==> src/rtl/mul_16_23_pkg.sv <==
// Shared constants for the divide-by-23 pair (divider and reconstruction
// multiplier), plus the FSM state encoding used by the multiplier.
package mul_16_23_pkg;

  localparam int WX   = 16;          // reconstructed dividend width
  localparam int WQ   = 12;          // quotient width
  localparam int WR   = 5;           // remainder width, also D bits scanned
  localparam int D    = 23;          // constant divisor
  localparam int WACC = WQ + WR + 1; // accumulator never wraps for any Q, R
  localparam int WK   = $clog2(WR);  // step counter width

  localparam logic [WR-1:0] D_W    = WR'(D);
  localparam logic [WK-1:0] LAST_K = WK'(WR - 1);

  typedef enum logic [1:0] {
    ST_IDLE = 2'd0,
    ST_ACC  = 2'd1,
    ST_DONE = 2'd2
  } state_e;

  // Bit k of the divisor; written as a scan so an out-of-range k reads 0.
  function automatic logic d_bit(input logic [WK-1:0] k);
    logic b;
    b = 1'b0;
    for (int i = 0; i < WR; i++) begin
      if (k == WK'(i)) b = D_W[i];
    end
    return b;
  endfunction

endpackage

==> src/rtl/mul_16_23.sv <==
// Rebuilds X = Q*D + R from a quotient/remainder pair by scanning the bits
// of the constant divisor, one bit per cycle. Valid/ready on both sides.
//
// state   | meaning
// --------+-------------------------------------------------------------
// IDLE    | waiting for a pair; in_ready high
// ACC     | one shift-add step per cycle over D[0..WR-1]
// DONE    | result registered; out_valid high until out_ready
module mul_16_23
  import mul_16_23_pkg::*;
(
  input  logic          clk,
  input  logic          rst_n,
  input  logic          in_valid,
  output logic          in_ready,
  input  logic [WQ-1:0] Q_in,
  input  logic [WR-1:0] R_in,
  output logic          out_valid,
  input  logic          out_ready,
  output logic [WX-1:0] X_out,
  output logic          ovf,
  output logic          rem_err
);

  state_e            state_q, state_d;
  logic [WK-1:0]     k_q;
  logic [WQ-1:0]     q_q;
  logic [WACC-1:0]   acc_q, acc_d;
  logic [WACC-1:0]   addend;
  logic [WX-1:0]     x_q;
  logic              ovf_q;
  logic              rem_q;
  logic              accept;
  logic              last_step;

  assign accept    = in_valid && (state_q == ST_IDLE);
  assign last_step = (state_q == ST_ACC) && (k_q == LAST_K);

  // State register; reset abandons any job in flight.
  always_ff @(posedge clk) begin
    if (!rst_n) state_q <= ST_IDLE;
    else        state_q <= state_d;
  end

  // Next-state: fixed WR steps in ACC regardless of which D bits are set.
  always_comb begin
    state_d = state_q;
    case (state_q)
      ST_IDLE: if (in_valid)  state_d = ST_ACC;
      ST_ACC:  if (last_step) state_d = ST_DONE;
      ST_DONE: if (out_ready) state_d = ST_IDLE;
      default:                state_d = ST_IDLE;
    endcase
  end

  // Handshake outputs come straight from state, so they are mutually exclusive.
  always_comb begin
    in_ready  = (state_q == ST_IDLE);
    out_valid = (state_q == ST_DONE);
  end

  // One shift-add step: add Q<<k when bit k of D is set.
  always_comb begin
    addend = WACC'(q_q) << k_q;
    acc_d  = acc_q;
    if (d_bit(k_q)) acc_d = acc_q + addend;
  end

  // Datapath: load on accept, step in ACC, capture the result on the last step.
  always_ff @(posedge clk) begin
    if (!rst_n) begin
      k_q   <= '0;
      q_q   <= '0;
      acc_q <= '0;
      x_q   <= '0;
      ovf_q <= 1'b0;
      rem_q <= 1'b0;
    end else begin
      if (accept) begin
        q_q   <= Q_in;
        acc_q <= WACC'(R_in);
        k_q   <= '0;
        rem_q <= (R_in >= D_W);
      end else if (state_q == ST_ACC) begin
        acc_q <= acc_d;
        k_q   <= k_q + WK'(1);
        if (last_step) begin
          x_q   <= acc_d[WX-1:0];
          ovf_q <= |acc_d[WACC-1:WX];
        end
      end
    end
  end

  assign X_out   = x_q;
  assign ovf     = ovf_q;
  assign rem_err = rem_q;

endmodule

==> config.mk <==
export PLATFORM = sky130hd
export DESIGN_NAME = mul_16_23
export DESIGN_NICKNAME = d
export VERILOG_FILES = /design/src/rtl/mul_16_23_pkg.sv /design/src/rtl/mul_16_23.sv
export SDC_FILE = /design/constraint.sdc
export NUM_CORES = 1
export LEC_CHECK = 0
export ABC_AREA = 1
export ABC_CLOCK_PERIOD_IN_PS = 8000
export BUFFER_PORTS_ARGS = -buffer_cell sky130_fd_sc_hd__buf_2
export CORE_AREA = 2 2 88 90
export CTS_CLUSTER_DIAMETER = 120
export CTS_CLUSTER_SIZE = 16
export DETAILED_ROUTE_END_ITERATION = 8
export DIE_AREA = 0 0 90 92
export PLACE_DENSITY_LB_ADDON = 0.05
export RECOVER_POWER = 50
export SLEW_MARGIN = 40
export SYNTH_ARGS = -nofsm -noshare
export SYNTH_HDL_FRONTEND = slang
export SYNTH_SLANG_ARGS = --single-unit
==> constraint.sdc <==
create_clock -name clk -period 8 [get_ports clk]
set_input_delay 0.4 -clock clk [delete_from_list [all_inputs] [get_ports clk]]
set_output_delay 0.4 -clock clk [all_outputs]
set_load 0.005 [all_outputs]
-- Yosys cells after proc, flatten, opt, wreduce, memory -nomap -nowiden
Index checks and enable logic that the tools add are counted.
- $add $sub $neg: 2
- magnitude comparators: 1
- equality and inequality tests: 9
- shift-type cells: 1
- muxes and demuxes: 12
- bitwise operators: 2
- reduce and logical (&&, ||, !) cells: 9
- operators with widths (operator ; count):
    adder 18 bit ; 1
    two-way mux 18 bit ; 1
    << shifter 12 x 3 -> 18 bit ; 1
    two-way mux 5 bit ; 2
    equality test 3 x 2 -> 1 bit (second input constant) ; 2
    two-way mux 2 bit ; 3
    one-hot mux 2 bit (3 select lines) ; 1
    AND reduction 3 bit ; 2
    greater-or-equal comparator 5 bit (second input constant) ; 1
    two-way mux 1 bit ; 5
    inequality test 2 bit (second input constant) ; 2
    OR reduction 2 bit ; 2
    adder 3 x 1 -> 3 bit (second input constant) ; 1
    equality test 3 x 1 -> 1 bit (second input constant) ; 1
    equality test 3 bit (second input constant) ; 1
    logical NOT 3 bit ; 1
    equality test 2 x 1 -> 1 bit (second input constant) ; 1
    equality test 2 bit (second input constant) ; 1
    logical AND 1 bit ; 2
    logical NOT 2 bit ; 1
    inequality test 2 x 1 -> 1 bit (second input constant) ; 1
    inverter 1 bit ; 2
    nonzero test 2 bit ; 1
- register bits after elaboration: 53
- input port bits: 21
- output and inout bits: 20

-- Logic depth before layout (Yosys ltp)
Gate-level depths: netlist of run 1.
- depth after elaboration: 9
- mapped depth: 23

-- Worst setup path after synthesis of run 1
OpenSTA, ideal clock, no wires.
- path kind: register to register
- from: register k_q[0]
- to: register x_q[14] (netlist: X_out[14])
- library setup time: 0.109 ns
- arrival: 2.383 ns
- path slack: 5.508 ns
- cell stages (with the launch flop): 21
- period minus slack after synthesis: 2.492 ns
- cells stage by stage: dfxtp_1 > buf_2 > inv_1 > buf_2 > nand2_1 > nor3_1 > ha_1 > inv_1 > fa_1 > inv_1 > nand2_2 > o21ai_2 > nand3_1 > nand2_2 > nand2_1 > nand2_1 > nand2_1 > nand3_2 > nand3_1 > nand2_1 > inv_1
- word-level cells in the longest chain between the ends: 7
- elaborated cells on any way between the ends: 15
- those cells by class: add/sub (1); eq/ne (4); shift (1); mux (6); reduce/logical (3)
- ends and longest elaborated chain (element ; line ; text):
    from (decl) ; mul_16_23.sv:26 ; logic [WK-1:0] k_q;
    from (signal assigned) ; mul_16_23.sv:86 ; k_q <= k_q + WK'(1);
    branches (longest 7 deep; another with adder 18 bit) ; - ;
    to (signal assigned) ; mul_16_23.sv:88 ; x_q <= acc_d[WX-1:0];
    to (decl) ; mul_16_23.sv:30 ; logic [WX-1:0] x_q;
Several ways; the timed one is not identified.
A chain may end at the register's enable or synchronous reset.

-- Final worst setup path of run 1
- from: register k_q[0]
- to: register x_q[13] (netlist: X_out[13])
The elaborated chain is that of the path after synthesis.

==> results of run 1 <==
## synth_stat cells, types with 3 or more instances
| library cell | instances |
|---|---|
| a21oi_1 | 20 |
| inv_1 | 77 |
| nor2_2 | 5 |
| nand3_2 | 7 |
| a21oi_2 | 4 |
| o21ai_1 | 9 |
| nor2_1 | 104 |
| buf_2 | 9 |
| nand3b_1 | 4 |
| nand2_2 | 8 |
| nor3_1 | 3 |
| ha_1 | 22 |
| o21ai_0 | 46 |
| buf_6 | 5 |
| inv_2 | 4 |
| a31oi_1 | 7 |
| nand2_1 | 173 |
| nand4_1 | 4 |
| nand3_1 | 38 |
| o21ai_2 | 3 |
| mux2i_1 | 4 |
| clkbuf_1 | 7 |
| dfxtp_1 | 53 |
## state kept, by name, summed over array words and instances, names as in the netlist
signal and flops:
X_out 16, acc_q 18, k_q 3, ovf 1, q_q 12, rem_err 1
state_q 2
## cells by family (layout without fill, tap and decap cells)
logic type      count (synthesis)  in the layout  synth area share (%)
simple gates                  348            348                  37.8
buf+inv                       105            132                  11.7
compound gates                 95             95                  13.8
flops                          53             53                  27.4
fa+ha+maj                      23             23                  7.62
mux                             4              4                  1.03
xor+xnor                        3              3                 0.678
## placed cells by master, fill, tap and decap left out, types with 2 or more instances in the layout
cell        n
a21oi_1    20
a21oi_2     4
a31oi_1     7
and2_1      2
buf_2      35
buf_4       2
clkbuf_1    5
clkbuf_2    2
clkbuf_8    5
dfxtp_1    53
ha_1       22
inv_1      79
inv_2       3
mux2i_1     4
nand2_1   174
nand2_2     7
nand3_1    38
nand3_2     7
nand3b_1    4
nand4_1     4
nor2_1    105
nor2_2      4
nor3_1      3
o211ai_1    2
o21ai_0    46
o21ai_1     9
o21ai_2     3
o22ai_2     2
xor2_1      2
## worst paths after layout
kind	from	endpoint	slack, ns
worst max-delay path	k_q[0]	X_out[13]	4.77
worst min register to register	q_q[8]	q_q[8]	0.50
worst max register to register	k_q[0]	X_out[13]	4.77
worst min-delay path	out_ready	state_q[1]	0.33
## metrics by stage
stage | util, % | total power, mW
4_1_cts | 55.8 | 0.600
2_1_floorplan | - | 0.408
3_3_place_gp | 54.7 | 0.444
3_5_place_dp | 54.7 | 0.445
6_report | 55.7 | 0.597
5_1_grt | 55.7 | 0.634
## power by group
part,total [mW],switching (mW),leakage (nW),internal [mW]
clock network,0.158,0.0958,0.0385,0.0624
logic,0.149,0.0990,1.70,0.0503
registers,0.289,0.0128,0.432,0.277
total,0.597,0.208,2.17,0.389
## layer usage
metal / vias to the layer above / global-route usage [%] / routed length, um
met1: 1755 / 32.4 / 4760
li1: 2045 / - / -
met3: 16 / 2.55 / 326
met4: 0 / 6.41 / 153
met5: - / 0 / 0
met2: 66 / 43.0 / 4650
## cell type report
type	count	area (sq um)
Clock buffer	7	76.3
Sequential cell	53	1060
Clock inverter	1	7.51
Tap cell	102	128
Timing Repair Buffer	42	211
Inverter	82	308
Multi-Input combinational cell	473	2360
Fill cell	796	3300
## worst max-delay path, cell delays in order, from the launching register on
cell and delay (ns):
dfxtp_1 0.68, inv_1 0.35, nand2_1 0.13, nand2_1 0.09, o21ai_0 0.24, o21ai_0 0.16, ha_1 0.37, nand2_1 0.17
nor2_2 0.16, nand3_1 0.13, nand3_2 0.16, nand2_1 0.09, nand2_1 0.07, nand2_1 0.05, nand3_2 0.07, nand3_1 0.09
nand2_1 0.09, inv_1 0.03
==> reports/qor.yml, run 1 <==
io_buffers: 40
synthToLayoutAreaGrowth_pct: 7.07
boundaryPins: 41
ys_warn_count: 0
min_period_ns: 3.23
async_flop_share_pct: 0
rsz0062_at_grt: "false"
startpoint_type: "flop"
cp.required_ns: 8.22
ant_nets: 0
synth_area_leaders: "dfxtp_1 (27%), nand2_1 (17%), nor2_1 (10%)"
numCtsBuffers: 5
skew_ns: 0.0160
netlist_instances: 631
clock_path_buffers: 2
overflow: 0
hold_class: "primary input to flop"
worstSkewPairLatency_ns: 0.32
dpl_worst_slack_ns: 4.81
synth.top_cell.area_share_pct: 27.4
die_w_um: 90
fin_area_sq_mm: 0.00415
ys_seq_elements: 53
cts_tree: "built"
relSlewSlack_pct: 51.7
drt_iter0_markers: 232
dr.pass1.iters: 5
fin_nets: 701
dp_hpwl_um: 7440
fin_ws_ns: 4.77
status: "finished clean"
grt_util_all_layers_pct: 24.6
drc: 0
antenna_found_initial: 0
maxCapViolations: 0
finalMaxSlewViolations: 0
wirelength_um: 9890
grt_pass1_wl_um: 16600
drt-wirelength-per-cell_um: 13.0
core_sq_mm: 0.00745
syn-num-nets: 675
via_per_inst: 5.11
whs_ns: 0.326
yosysTopAreaCell: "dfxtp_1"
power_density_mw_per_mm2: 144
postCtsSetupRepairBufs: 0
yosys_most_used_dff: "dfxtp_1"
placed_area_sq_mm: 0.00407
critPathKind: "flop to flop"
clock_sinks: 53
ys_types: 34
finalSetupViolCount: 0
r2r_cells: 17
postCtsHoldBufs: 0
crit_fanout: 18
drive_gt1_share_pct: 11.4
route.vias.total: 3882
final_cells: 760
cellLeakagePower_nw: 2.17
max_freq_mhz: 310
tightest_slew_ns: 0.723
yosysSeqAreaShare_pct: 27.4
cts.htree.levels: 2
setup_tns_ns: 0
dp.cells: 752
synth_area_per_cell_sq_um: 6.14
grt_max_degree: 27
synth_enable_flop_cells: 0
clk_pin_slew_ns: 0.10
synth_area_sq_mm: 0.00387
die_h_um: 92
vdd_drop_max_v: 0.0000785
diodes: 0
critPathArrivalTime_ns: 3.45
cts_resized: 0
grt_pass1_vias: 3517
dieArea_sq_mm: 0.00828
start_util_pct: 52.0
period_share_pct: 40.4
cts_root_buffer: "clkbuf_8"
rows: 32
gp_congestion: 0.932
finalHoldViolations: 0
endpoint_kind: "flop"
min_path_cells: 4
Note: power is estimated with default switching activity, not from simulation.
==> run 2: changes to the inputs <==
--- a/config.mk
+++ b/config.mk
@@ -5,14 +5,14 @@
 export SDC_FILE = /design/constraint.sdc
 export NUM_CORES = 1
 export LEC_CHECK = 0
-export ABC_AREA = 1
-export ABC_CLOCK_PERIOD_IN_PS = 8000
+export ABC_AREA = 0
+export ABC_CLOCK_PERIOD_IN_PS = 3100
 export BUFFER_PORTS_ARGS = -buffer_cell sky130_fd_sc_hd__buf_2
-export CORE_AREA = 2 2 88 90
+export CORE_AREA = 2 2 84 86
 export CTS_CLUSTER_DIAMETER = 120
 export CTS_CLUSTER_SIZE = 16
 export DETAILED_ROUTE_END_ITERATION = 8
-export DIE_AREA = 0 0 90 92
+export DIE_AREA = 0 0 86 88
 export PLACE_DENSITY_LB_ADDON = 0.05
 export RECOVER_POWER = 50
 export SLEW_MARGIN = 40
==> constraint.sdc (replaced) <==
create_clock -name clk -period 3.1 [get_ports clk]
set_input_delay 0.155 -clock clk [delete_from_list [all_inputs] [get_ports clk]]
set_output_delay 0.155 -clock clk [all_outputs]
set_load 0.005 [all_outputs]
==> run 2 against run 1 <==
Net effect: worst hold slack got worse by 0.25 ns; clock power increased to 2.6 times the previous value; combinational power increased to 3.3 times the previous value; count of clock-buffer cells in the layout decreased by 2.
==> reports/qor.yml, run 2 <==
largest_reg_flops: 18  # unchanged
ys_seq_elements: 53  # unchanged
overflow: 0  # unchanged
endpoint_kind: "flop"
syn-num-nets: 481  # -29%
worstSkewPairLatency_ns: 0.32  # about the same
grt_util_all_layers_pct: 25.1  # +0.51 points
setup_tns_ns: 0  # unchanged
rows: 30  # -6.3%
r2r_end: "acc_q[17]"
tightest_slew_ns: 0.830  # +0.106 ns
path_cells: "buf_12, buf_4, mux2i_2, nand2_1, o21ai_2, o22ai_1, ha_1, o211ai_1, o21ai_2, o2111ai_2, and2_4, xnor2_1, or3_1, a21oi_2"
diodes: 0  # unchanged
postCtsHoldBufs: 0  # unchanged
min_from: "Q_in[7]"
yosys_most_used_dff: "dfxtp_1"
dp_hpwl_um: 6900  # -7.3%
min_path_cells: 3  # -1
cts_tree: "built"
status: "finished clean"
grt_pass1_wl_um: 14800  # -10%
final_cell_mix: "nand2_1 (64), dfxtp_1 (51), buf_4 (42)"
r2r_start: "k_q[1]"
cts_root_buffer: "clkbuf_8"
async_flop_share_pct: 0  # unchanged
synth_enable_flop_cells: 0  # unchanged
period_share_pct: 97.6  # +57 points
die_h_um: 88  # -4.3%
io_buffers: 40  # unchanged
die_w_um: 86  # -4.4%
synth.top_cell.area_share_pct: 30.6  # +3.2 points
synth_common_cells: "nand2_1 (65), dfxtp_1 (53), a21oi_1 (34)"
ys_warn_count: 0  # unchanged
maxCapViolations: 0  # unchanged
yosysTopAreaCell: "dfxtp_1"
ant_nets: 0  # unchanged
boundaryPins: 41  # unchanged
fin_util_pct: 64.7  # +9.0 points
hold_class: "primary input to flop"
netlist_instances: 437  # -31%
wirelength_um: 9740  # -1.6%
synth_most_common_cell: "nand2_1"
clk_pin_slew_ns: 0.11  # about the same
grt_pass1_vias: 3008  # -14%
crit_top_cell: "o21ai_2"
fin_nets: 546  # -22%
synth_area_sq_mm: 0.00347  # -10%
core_sq_mm: 0.00664  # -11%
finalHoldViolations: 0  # unchanged
drt-wirelength-per-cell_um: 16.7  # +28%
critPathArrivalTime_ns: 3.28  # -0.17 ns
layout_commonest_cell: "nand2_1"
route.vias.total: 3427  # -12%
drive_gt1_share_pct: 26.6  # +15 points
seq_area_sq_mm: 0.00107  # +0.47%
ys_types: 60  # +76%
crit_fanout: 7  # -11
dpl_worst_slack_ns: -0.0299  # -4.84 ns
finalSetupViolCount: 0  # unchanged
cts.htree.levels: 2  # unchanged
start_util_pct: 52.2  # +0.22 points
startpoint_type: "flop"
via_per_inst: 5.88  # +15%
relSlewSlack_pct: 44.5  # -7.2 points
regMostFlops: "acc_q"
placed_area_sq_mm: 0.00388  # -4.7%
yosysSeqAreaShare_pct: 30.6  # +3.2 points
dieArea_sq_mm: 0.00757  # -8.6%
drc: 0  # unchanged
fin_area_sq_mm: 0.00430  # +3.6%
fillCellCount: 593  # -26%
antenna_found_initial: 0  # unchanged
power_density_mw_per_mm2: 383  # +170%
vdd_drop_max_v: 0.000266  # +240%
fin_ws_ns: 0.0730  # -4.70 ns
skew_ns: 0.0130  # -0.00295 ns
critPathKind: "flop to flop"
grt_max_degree: 43  # +59%
synthToLayoutAreaGrowth_pct: 23.8
gp_congestion: 0.941  # +0.91%
drt_iter0_markers: 271  # +17%
cellLeakagePower_nw: 1.78  # -18%
r2r_cells: 14  # -3
multi_input_area_sq_mm: 0.00248  # +5.1%
rrSetupSlack_ns: 0.07  # -4.70 ns
slowest_stage: "dfxtp_4"
finalMaxSlewViolations: 0  # unchanged
synth_area_per_cell_sq_um: 7.94  # +29%
clock_path_buffers: 2  # unchanged
clock_sinks: 53  # unchanged
cp.required_ns: 3.35  # -4.87 ns
cpPeakStageDelay_ns: 0.38  # -0.30 ns
synth_area_leaders: "dfxtp_1 (31%), ha_1 (7.9%), nand2_1 (7.0%)"
max_freq_mhz: 330  # +6.7%
numCtsBuffers: 5  # unchanged
dr.pass1.iters: 5  # unchanged
min_period_ns: 3.03  # -0.204 ns
min_to: "q_q[7]"
## run 2: power breakdown
group          internal (mW)  switching, mW
logic                  0.213          0.273
clock network          0.161          0.255
registers              0.712         0.0305
## run 2: worst max-delay path by stage
stage,start,endpoint,slack [ns],cells after the start
floorplan,k_q[1],acc_q[17],0.09,14
finish,k_q[1],acc_q[17],0.07,14
CTS,k_q[1],acc_q[17],0.004,12
detailed placement,k_q[1],acc_q[17],-0.03,12
global route,k_q[1],X_out[14],-0.04,14
global placement,k_q[1],acc_q[17],0.05,12
## run 2: cells by family (layout without fill, tap and decap cells)
| group | count (synthesis) | after routing | synth area share, % |
|---|---|---|---|
| xor gates and xnor gates | 13 | 13 | 3.28 |
| muxes | 17 | 17 | 5.16 |
| DFF | 53 | 53 | 30.6 |
| adders and majority gates | 23 | 23 | 8.51 |
| buffers and inverters | 33 | 99 | 3.97 |
| and+or+nand+nor | 155 | 155 | 20.7 |
| AOI/OAI and AO/OA | 143 | 143 | 27.8 |
## run 2: cell type report
| type | instances | area share (%) |
|---|---|---|
| timing repair buffer | 84 | 12.4 |
| inverter | 7 | 0.699 |
| sequential | 53 | 24.8 |
| multi-input combinational | 351 | 57.6 |
| clock inverter | 3 | 0.495 |
| tap | 80 | 2.33 |
| clock buffer | 5 | 1.60 |
## run 2: critical path, delay by kind of cell (launching register included)
family,cells,cell delay [ns]
AO/OA/AOI/OAI,6,0.88
XOR/XNOR,1,0.13
adder cells (fa/ha/maj),1,0.36
buffers and inverters,2,0.30
flip-flops,1,0.38
multiplexers,1,0.25
AND/OR/NAND/NOR,3,0.66
## run 2: metal layers
metal	track usage [%]	up-vias	part of all wire [%]
met5	0	-	0
met3	4.05	17	5.0
li1	-	1704	-
met2	39.7	97	47
met4	9.38	0	2.2
met1	34.4	1609	46
## run 2: stage by stage
| stage | cells | total power, mW | hold slack [ns] |
|---|---|---|---|
| 2_1_floorplan | 437 | 1.03 | 0.300 |
| 3_3_place_gp | 559 | 1.17 | 0.405 |
| 3_5_place_dp | 559 | 1.17 | 0.415 |
| 4_1_cts | 567 | 1.58 | 0.0742 |
| 5_1_grt | 583 | 1.73 | 0.0704 |
| 6_report | 583 | 1.64 | 0.0729 |
## run 2: what timing repair did
action,4_1_cts,5_1_grt
pin swaps,0,24
setup buffers,0,16
resized for setup,5,50
endpoints found under the setup margin,2,15
==> run 3: changes to the inputs <==
--- a/config.mk
+++ b/config.mk
@@ -8,11 +8,12 @@
 export ABC_AREA = 0
 export ABC_CLOCK_PERIOD_IN_PS = 3100
 export BUFFER_PORTS_ARGS = -buffer_cell sky130_fd_sc_hd__buf_2
-export CORE_AREA = 2 2 84 86
+export CORE_AREA = 2 2 60 119
 export CTS_CLUSTER_DIAMETER = 120
 export CTS_CLUSTER_SIZE = 16
 export DETAILED_ROUTE_END_ITERATION = 8
-export DIE_AREA = 0 0 86 88
+export DIE_AREA = 0 0 62 121
+export HOLD_SLACK_MARGIN = 0.03
 export PLACE_DENSITY_LB_ADDON = 0.05
 export RECOVER_POWER = 50
 export SLEW_MARGIN = 40
==> run 3 against run 2 <==
Net effect: critical path depth is 1 lower; sequential share of layout area is 0.66 points lower; non-clock buffer count is 7 higher; critical endpoint unchanged; register-to-register slack worse by 0.02 ns; clock skew down 0.0072 ns; core utilization increased by 2.4 points; critical path type unchanged.
==> reports/qor.yml, run 3 (synthesis results as in run 2) <==
gp_congestion: 0.883  # -6.1%
drt_iter0_markers: 183  # -32%
rrSetupSlack_ns: 0.05  # -0.02 ns
cts_root_buffer: "clkbuf_16"
endpoint_kind: "flop"
crit_family: "simple AND/OR/NAND/NOR gates"
fin_ws_ns: 0.0542  # -0.0189 ns
startpoint_type: "flop"
drt-wirelength-per-cell_um: 16.8  # +0.74%
power_density_mw_per_mm2: 433  # +13%
cts_tree: "built"
via_per_inst: 5.74  # -2.3%
placed_area_sq_mm: 0.00400  # +3.0%
multi_input_area_sq_mm: 0.00244  # -1.6%
grt_pass1_wl_um: 15400  # +3.7%
cellLeakagePower_nw: 1.89  # +5.9%
synthToLayoutAreaGrowth_pct: 27.0
antenna_found_initial: 0  # unchanged
layout_commonest_cell: "nand2_1"
clock_path_buffers: 2  # unchanged
skew_ns: 0.00583  # -0.00720 ns
min_to: "q_q[8]"
die_w_um: 62  # -28%
finalMaxSlewViolations: 0  # unchanged
clk_pin_slew_ns: 0.07  # -0.04 ns
fin_total_pwr_mw: 1.91  # +16%
seq_area_sq_mm: 0.00106  # -0.12%
drc: 0  # unchanged
regMostFlops: "acc_q"
min_period_ns: 3.05  # +0.0189 ns
dp_hpwl_um: 7610  # +10%
diodes: 0  # unchanged
finalSetupViolCount: 0  # unchanged
die_h_um: 121  # +38%
status: "finished clean"
start_util_pct: 52.8  # +0.60 points
tightest_slew_ns: 0.613  # -0.217 ns
r2r_cells: 13  # -1
drive_gt1_share_pct: 27.1  # +0.42 points
cp.required_ns: 3.33  # -0.02 ns
crit_fanout: 7  # unchanged
fin_nets: 553  # +1.3%
grt_max_degree: 43  # unchanged
cts.htree.levels: 2  # unchanged
path_cells: "buf_6, mux2_4, or2_4, o21ai_1, nor2_1, ha_1, nand4_1, nor4_4, a211oi_2, and2_4, xnor2_1, or3_1, a21oi_2"
boundaryPins: 41  # unchanged
r2r_end: "acc_q[17]"
r2r_start: "k_q[1]"
numCtsBuffers: 5  # unchanged
grt_pass1_vias: 3283  # +9.1%
startpoint: "k_q[1]"
route.vias.total: 3434  # +0.20%
rows: 42  # +40%
finalHoldViolations: 0  # unchanged
cpPeakStageDelay_ns: 0.40  # +0.02 ns
hold_class: "primary input to flop"
postCtsHoldBufs: 0  # unchanged
vdd_drop_max_v: 0.000408  # +53%
dr.pass1.iters: 4  # -1
min_path_cells: 3  # unchanged
largest_reg_flops: 18  # unchanged
wirelength_um: 10100  # +3.3%
critPathArrivalTime_ns: 3.28  # about the same
period_share_pct: 98.3  # +0.61 points
path_buf_inv: 1  # -1
core_sq_mm: 0.00657  # -1.1%
worstSkewPairLatency_ns: 0.30  # -0.02 ns
maxCapViolations: 0  # unchanged
dpl_worst_slack_ns: -0.0841  # -0.0542 ns
critPathKind: "flop to flop"
final_cell_mix: "nand2_1 (63), dfxtp_1 (52), buf_4 (48)"
io_buffers: 40  # unchanged
fillCellCount: 592  # -0.17%
min_from: "Q_in[8]"
max_freq_mhz: 328  # -0.62%
clock_sinks: 53  # unchanged
dieArea_sq_mm: 0.00750  # -0.87%
relSlewSlack_pct: 59.0  # +15 points
fin_area_sq_mm: 0.00441  # +2.6%
overflow: 0  # unchanged
slowest_stage: "or3_1"
grt_util_all_layers_pct: 28.0  # +2.9 points
ant_nets: 0  # unchanged
-- run 3: cell types whose count changed in the layout (fill, tap and decap cells not counted), moves of 2 or more --
cell,previous run,this run
nor3_1,4,6
clkinvlp_4,2,0
clkbuf_16,0,5
clkbuf_8,5,1
clkbuf_1,11,7
mux2i_1,8,10
buf_4,42,48
buf_2,29,32
-- run 3: layout make-up --
type / count / area share [%]
Multi-Input combinational cell: 351 / 55.3
Tap cell: 88 / 2.50
Inverter: 7 / 0.596
Clock buffer: 6 / 3.15
Clock inverter: 2 / 0.937
Timing Repair Buffer: 91 / 13.4
Sequential cell: 53 / 24.2
-- run 3: tightest hold or removal path, cell delays in order --
cell and delay [ns]:
buf_2 0.09, nand2_1 0.04, a21boi_0 0.06
-- run 3: how the worst max path moves through the flow --
stage,endpoint,slack (ns),cells past startpoint
3_3_place_gp,X_out[15],-0.04,13
2_1_floorplan,acc_q[17],0.09,14
4_1_cts,acc_q[16],0.004,12
3_5_place_dp,acc_q[15],-0.08,13
5_1_grt,acc_q[17],-0.06,14
6_report,acc_q[17],0.05,13
-- run 3: through the flow --
step | std cells | TNS (ns) | utilization (%) | hold WS (ns)
floorplan | 437 | 0 | - | 0.300
global placement | 583 | -0.0674 | 60.9 | 0.406
detailed placement | 583 | -0.251 | 60.9 | 0.414
CTS | 592 | 0 | 63.9 | 0.0974
global route | 598 | -0.0603 | 67.1 | 0.107
finish | 598 | 0 | 67.1 | 0.0971
-- run 3: routing by layer --
layer  GRT usage [%]  up-vias  wire length, um  share of wire [%]
met5               0        -                0                  0
met1            28.6     1613             3600                 36
met3            4.26       31              334                3.3
met2            49.1       75             5560                 55
met4            18.0        0              574                5.7
li1                -     1715                -                  -
-- run 3: report_power, final --
| group | switching [mW] | internal, mW |
|---|---|---|
| Sequential | 0.0277 | 0.712 |
| Clock | 0.277 | 0.410 |
| Combinational | 0.270 | 0.213 |
-- run 3: timing repair --
item | in CTS | in global routing
buffers inserted | 1 | 6
gates resized for setup | 6 | 42
pin swaps | 2 | 18
setup endpoints to repair | 6 | 13
